$ cat src/rtl/count_uart_tx_if.sv
// -----------------------------------------------------------------------------
// count_uart_tx_if
//   Request channel between the 8-bit up/load counter and the UART transmitter.
//
//   Signals:
//     count_in  counter value offered for transmission
//     in_valid  explicit request to send count_in
//     auto_en   1 = transmitter sends by itself whenever count_in differs from
//               the last value it sent
//     in_ready  transmitter can accept a transfer (in_valid && in_ready)
//
//   Modports:
//     master  counter side (drives count_in, in_valid, auto_en)
//     slave   transmitter side (drives in_ready)
// -----------------------------------------------------------------------------
interface count_uart_tx_if #(
  parameter int DATA_W = 8
);
  logic [DATA_W-1:0] count_in;
  logic              in_valid;
  logic              auto_en;
  logic              in_ready;

  modport master (
    output count_in,
    output in_valid,
    output auto_en,
    input  in_ready
  );

  modport slave (
    input  count_in,
    input  in_valid,
    input  auto_en,
    output in_ready
  );
endinterface : count_uart_tx_if

$ cat src/rtl/count_uart_tx.sv
// -----------------------------------------------------------------------------
// count_uart_tx
//   Serialises a counter value onto a single UART TX pin, LSB first, for an
//   off-chip logger. A frame is launched by an explicit valid/ready request or,
//   with auto_en set, whenever the count differs from the last value sent.
//
//   Build option:
//     COUNT_UART_TX_PARITY_EN  defined   -> 8E1 frame, even parity bit after DATA
//                              undefined -> 8N1 frame, no parity logic at all
//
//   Parameters:
//     CLKS_PER_BIT  clk cycles per UART bit (>= 2)
//     DATA_W        payload width (>= 2), must match the counter width
//
//   Ports:
//     clk   system clock, all state updates on the rising edge
//     rst   synchronous, active-high reset
//     req   request channel (count_uart_tx_if.slave: count_in, in_valid,
//           auto_en in; in_ready out)
//     tx    UART serial output, idle level 1, driven straight from a register
//     busy  high while a frame is in progress
//     done  one-cycle pulse during the last cycle of the stop bit
// -----------------------------------------------------------------------------
module count_uart_tx #(
  parameter int CLKS_PER_BIT = 16,
  parameter int DATA_W       = 8
) (
  input  logic                    clk,
  input  logic                    rst,
  count_uart_tx_if.slave          req,
  output logic                    tx,
  output logic                    busy,
  output logic                    done
);

  localparam int BAUD_W = (CLKS_PER_BIT > 1) ? $clog2(CLKS_PER_BIT) : 1;
  localparam int IDX_W  = (DATA_W > 1) ? $clog2(DATA_W) : 1;

  localparam logic [BAUD_W-1:0] BAUD_LAST = BAUD_W'(CLKS_PER_BIT - 1);
  localparam logic [IDX_W-1:0]  IDX_LAST  = IDX_W'(DATA_W - 1);

  localparam logic [2:0] ST_IDLE   = 3'd0;
  localparam logic [2:0] ST_START  = 3'd1;
  localparam logic [2:0] ST_DATA   = 3'd2;
`ifdef COUNT_UART_TX_PARITY_EN
  localparam logic [2:0] ST_PARITY = 3'd3;
`endif
  localparam logic [2:0] ST_STOP   = 3'd4;

  logic [2:0]        state;
  logic [BAUD_W-1:0] baud_cnt;
  logic [IDX_W-1:0]  bit_idx;
  logic [DATA_W-1:0] shift_q;
  logic [DATA_W-1:0] last_sent;
  logic              tx_q;

  logic bit_end;
  logic trigger;
  logic accept;

  assign bit_end = (baud_cnt == BAUD_LAST);

  // done marks the last stop-bit cycle. The transmitter is ready again in that
  // same cycle, so a pending request launches the next start bit on the very
  // edge that would otherwise enter IDLE: back-to-back frames have no gap.
  assign done         = (state == ST_STOP) && bit_end;
  assign busy         = (state != ST_IDLE);
  assign req.in_ready = (state == ST_IDLE) || done;

  // An explicit request and an auto trigger in the same cycle are one event.
  assign trigger = req.in_valid | (req.auto_en & (req.count_in != last_sent));
  assign accept  = req.in_ready & trigger;

  assign tx = tx_q;

  // NOTE: sequential state uses non-blocking assignments so every register
  // samples the pre-edge values regardless of statement order.
  always_ff @(posedge clk) begin
    if (rst) begin
      state     <= ST_IDLE;
      baud_cnt  <= '0;
      bit_idx   <= '0;
      shift_q   <= '0;
      last_sent <= '0;
      tx_q      <= 1'b1;
    end else if (accept) begin
      // Capture the payload; the start bit goes out from this edge.
      state     <= ST_START;
      baud_cnt  <= '0;
      bit_idx   <= '0;
      shift_q   <= req.count_in;
      last_sent <= req.count_in;
      tx_q      <= 1'b0;
    end else begin
      case (state)
        ST_IDLE: begin
          baud_cnt <= '0;
          tx_q     <= 1'b1;
        end

        ST_START: begin
          if (bit_end) begin
            state    <= ST_DATA;
            baud_cnt <= '0;
            bit_idx  <= '0;
            tx_q     <= shift_q[0];
          end else begin
            baud_cnt <= baud_cnt + BAUD_W'(1);
          end
        end

        ST_DATA: begin
          if (bit_end) begin
            baud_cnt <= '0;
            if (bit_idx == IDX_LAST) begin
`ifdef COUNT_UART_TX_PARITY_EN
              // last_sent holds the payload of the frame in flight.
              state <= ST_PARITY;
              tx_q  <= ^last_sent;
`else
              state <= ST_STOP;
              tx_q  <= 1'b1;
`endif
            end else begin
              // tx takes the next bit now; the shift keeps it at index 0.
              bit_idx <= bit_idx + IDX_W'(1);
              shift_q <= shift_q >> 1;
              tx_q    <= shift_q[1];
            end
          end else begin
            baud_cnt <= baud_cnt + BAUD_W'(1);
          end
        end

`ifdef COUNT_UART_TX_PARITY_EN
        ST_PARITY: begin
          if (bit_end) begin
            state    <= ST_STOP;
            baud_cnt <= '0;
            tx_q     <= 1'b1;
          end else begin
            baud_cnt <= baud_cnt + BAUD_W'(1);
          end
        end
`endif

        ST_STOP: begin
          if (bit_end) begin
            state    <= ST_IDLE;
            baud_cnt <= '0;
          end else begin
            baud_cnt <= baud_cnt + BAUD_W'(1);
          end
          tx_q <= 1'b1;
        end

        default: begin
          state    <= ST_IDLE;
          baud_cnt <= '0;
          tx_q     <= 1'b1;
        end
      endcase
    end
  end

endmodule : count_uart_tx

$ cat src/flat_wrapper.sv
// flat-port wrapper written by rule: the top's interface ports become plain ports
module count_uart_tx_flat 
#(
  parameter int CLKS_PER_BIT = 16,
  parameter int DATA_W       = 8
)
  (clk, rst, tx, busy, done, req_count_in, req_in_valid, req_auto_en, req_in_ready);
  count_uart_tx_if #(.DATA_W(DATA_W)) req_i ();
  input  logic clk;
  input  logic rst;
  output logic tx;
  output logic busy;
  output logic done;
  input wire logic [$bits(req_i.count_in)-1:0] req_count_in;
  input wire logic [$bits(req_i.in_valid)-1:0] req_in_valid;
  input wire logic [$bits(req_i.auto_en)-1:0] req_auto_en;
  output wire logic [$bits(req_i.in_ready)-1:0] req_in_ready;
  assign req_i.count_in = req_count_in;
  assign req_i.in_valid = req_in_valid;
  assign req_i.auto_en = req_auto_en;
  assign req_in_ready = req_i.in_ready;
  count_uart_tx #(.CLKS_PER_BIT(CLKS_PER_BIT), .DATA_W(DATA_W)) u_core (.clk(clk), .rst(rst), .req(req_i), .tx(tx), .busy(busy), .done(done));
endmodule
$ cat config.mk
export PLATFORM = sky130hd
export DESIGN_NAME = count_uart_tx_flat
export DESIGN_NICKNAME = d
export VERILOG_FILES = /design/src/rtl/count_uart_tx_if.sv /design/src/rtl/count_uart_tx.sv /design/src/flat_wrapper.sv
export SDC_FILE = /design/constraint.sdc
export NUM_CORES = 1
export LEC_CHECK = 0
export BUFFER_PORTS_ARGS = -buffer_cell sky130_fd_sc_hd__buf_2
export CORE_UTILIZATION = 45
export DETAILED_ROUTE_END_ITERATION = 10
export PLACE_DENSITY_LB_ADDON = 0.1
export SLEW_MARGIN = 5
export SYNTH_ARGS = -nofsm -noshare
export SYNTH_HDL_FRONTEND = slang
export SYNTH_SLANG_ARGS = --single-unit
export TNS_END_PERCENT = 30
$ cat constraint.sdc
create_clock -name clk -period 3.6 [get_ports clk]
set_input_delay 0 -clock clk [delete_from_list [all_inputs] [get_ports clk]]
set_output_delay 0 -clock clk [all_outputs]
set_load 0.03 [all_outputs]
==> results.toml <==
[timing]
rsz0062_at_grt = "false"
hold_violations = 0
setup_slack_ps = 1510
tightest_slew_ps = 700
fin_skew_ps = 6.75
fin_crit_sh_pct = 58.0
period_needed_ps = 2090
setup_tns_ps = 0
setup_viol = 0
clock.fmax_mhz = 479
final_max_slew_viol_count = 0
max-slew-margin-rel_pct = 53.3

[layout]
postLayoutCellArea_um2 = 1570
num_antenna_cells = 0
fillers = 255
fin_cells = 205
area_growth_pct = 12.7
drive_gt1_share_pct = 17.8
final_core_util_pct = 55.1
nNetsFinal = 190

[logic_synthesis]
synthFlopType = "dfxtp_1"
async_flop_share_pct = 0
ys_seq_area_share_pct = 38.8
syn_area_um2 = 1390
synth-edff-count = 0
ys_ff_latch = 27
synthCells = 154
ys_warn_count = 0
syn_avg_cell_area_um2 = 9.05
synth_fp_nets = 169
synth.distinct_cells = 39

[clock_network]
clock_sinks = 27
clockRootBuffer = "clkbuf_4"
clk_pin_slew_worst_paths_ps = 150
cts_tree = "built"
htreeDepth = 1
numCtsBuffers = 3
clock_path_buffers = 2
postCtsSetupRepairBufs = 0
clock_latency_ps = 330

[placed_design]
dp_hpwl_um = 2090
port_buffers = 15
dp.cells = 193
pre_cts_slack_ps = 1520
gp_congestion = 0.833
placed_area_um2 = 1460

[pwr]
leakagePower_uw = 0.000636
power.density_nw_per_um2 = 386
max-vdd-ir-drop_mv = 0.234

[worst_setup_path]
path_max_fanout = 16
r2r_cells = 6
critPathKind = "reg -> reg"
critPathCaptureType = "flop"
critPathLaunchType = "flop"
critPathRequiredTime_ps = 3850
arrival_ps = 2330

[detailed_routing]
num_vias = 1182
drcViolationCount = 1
wire_per_inst_um = 13.9
dr.pass1.iters = 7
drtAntennaViolNets = 0
drtIter0Drc = 53
via_per_inst = 5.77
finalWirelength_um = 2850

[global_routing]
grt_pass1_wl_um = 5020
grt_use_total_pct = 19.4
grt_max_degree = 17
antenna_found_initial = 0
grt_pass1_vias = 1107
overflow = 0

[min_path]
min_path_cells = 3
min_path_type = "in -> reg"

[die]
die_x_um = 57.7
core_um2 = 2850
initial_utilization_pct = 48.9
fp.dieH_um = 57.7
rows = 19
die-area_um2 = 3320
pin_count = 16

[flow_run]
cap_violations = 0

[outcome]
outcome = "complete, but fails checks"
failed_checks = "DRC"
synthesized netlist by cell type (2+ instances only):
cell / number / area (µm²)
o21ai_0: 3 / 15.0
nor4_1: 2 / 12.5
nor4_4: 3 / 63.8
nand4_1: 2 / 12.5
and3_1: 2 / 12.5
nand3_1: 12 / 60.1
nand2b_1: 6 / 37.5
ha_1: 3 / 37.5
buf_4: 4 / 30.0
o211ai_1: 11 / 82.6
nor3_1: 6 / 30.0
dfxtp_1: 27 / 541
nand2_1: 15 / 56.3
inv_1: 2 / 7.51
xor2_1: 9 / 78.8
buf_2: 2 / 10.0
a21oi_1: 4 / 20.0
a22oi_1: 6 / 45.0
nor2_1: 15 / 56.3
power breakdown:
group / total [µW] / switching (µW) / leakage (µW) / internal, µW
Sequential: 338 / 14.0 / 0.000221 / 323
Clock: 133 / 91.3 / 0.0000177 / 41.7
Combinational: 137 / 82.0 / 0.000397 / 54.7
Total: 607 / 187 / 0.000636 / 420
routing by layer:
metal / wire length [µm] / track usage [%]
met2: 1170 / 28.9
met1: 1500 / 28.5
met5: 0 / 0
met3: 134 / 4.02
met4: 38 / 5.44
layout by cell type (no fill, tap or decap), types with 6 or more instances in the layout:
cell and count:
nor3_1 6, nand2_1 15, buf_2 15, nand2b_1 6, xor2_1 9, o211ai_1 11, nor2_1 15, dlygate4sd3_1 8
nand3_1 12, a22oi_1 6, dfxtp_1 27
final timing paths:
check / end / slack [ps] / from
worst max-delay path: u_core.baud_cnt[3] / 1510 / u_core.baud_cnt[0]
worst min-delay path: u_core.tx / 10 / rst
worst max register to register: u_core.baud_cnt[3] / 1510 / u_core.baud_cnt[0]
worst min register to register: u_core.bit_idx[1] / 470 / u_core.bit_idx[1]
worst max-delay path, cell delays in order (launching register included):
cell and delay, ps:
dfxtp_1 350, ha_1 250, nand3_4 170, a21boi_4 90, a21oi_2 580, nand2_2 270
nor4_1 290
area by class of cell:
class	instances	area, µm²	area share, %
flip-flops and latches	27	541	34.4
clock buffers	3	22.5	1.43
repair buffers	23	155	9.87
well taps	31	38.8	2.47
multi-input cells	118	802	51.0
inverters	2	7.51	0.478
clock inverters	1	5.00	0.318
registers in the layout, indices dropped and copies added (netlist names):
name	cells
u_core.tx	1
u_core.state	3
u_core.baud_cnt	4
u_core.shift_q	8
u_core.last_sent	8
u_core.bit_idx	3
cells by family (layout without fill, tap and decap cells):
| group | after synthesis | count (layout) | synth area share, % |
|---|---|---|---|
| adder cells (fa/ha/maj) | 3 | 3 | 2.69 |
| buffers and inverters | 9 | 29 | 3.68 |
| AND/OR/NAND/NOR | 68 | 68 | 27.6 |
| flip-flops | 27 | 27 | 38.8 |
| XOR/XNOR | 10 | 10 | 6.28 |
| AO/OA/AOI/OAI | 37 | 37 | 20.9 |
per-stage QoR:
| stage | power, µW | hold WS [ps] |
|---|---|---|
| floorplan | 443 | 121 |
| global placement | 472 | 247 |
| detailed placement | 474 | 261 |
| CTS | 613 | 11.2 |
| global route | 645 | 75.4 |
| finish | 607 | 11.4 |
what timing repair did:
action | 4_1_cts | 5_1_grt
endpoints found under the hold margin | 10 | 0
hold buffers | 8 | 0
resized for setup | 0 | 0
Note: power is estimated with default switching activity, not from simulation.
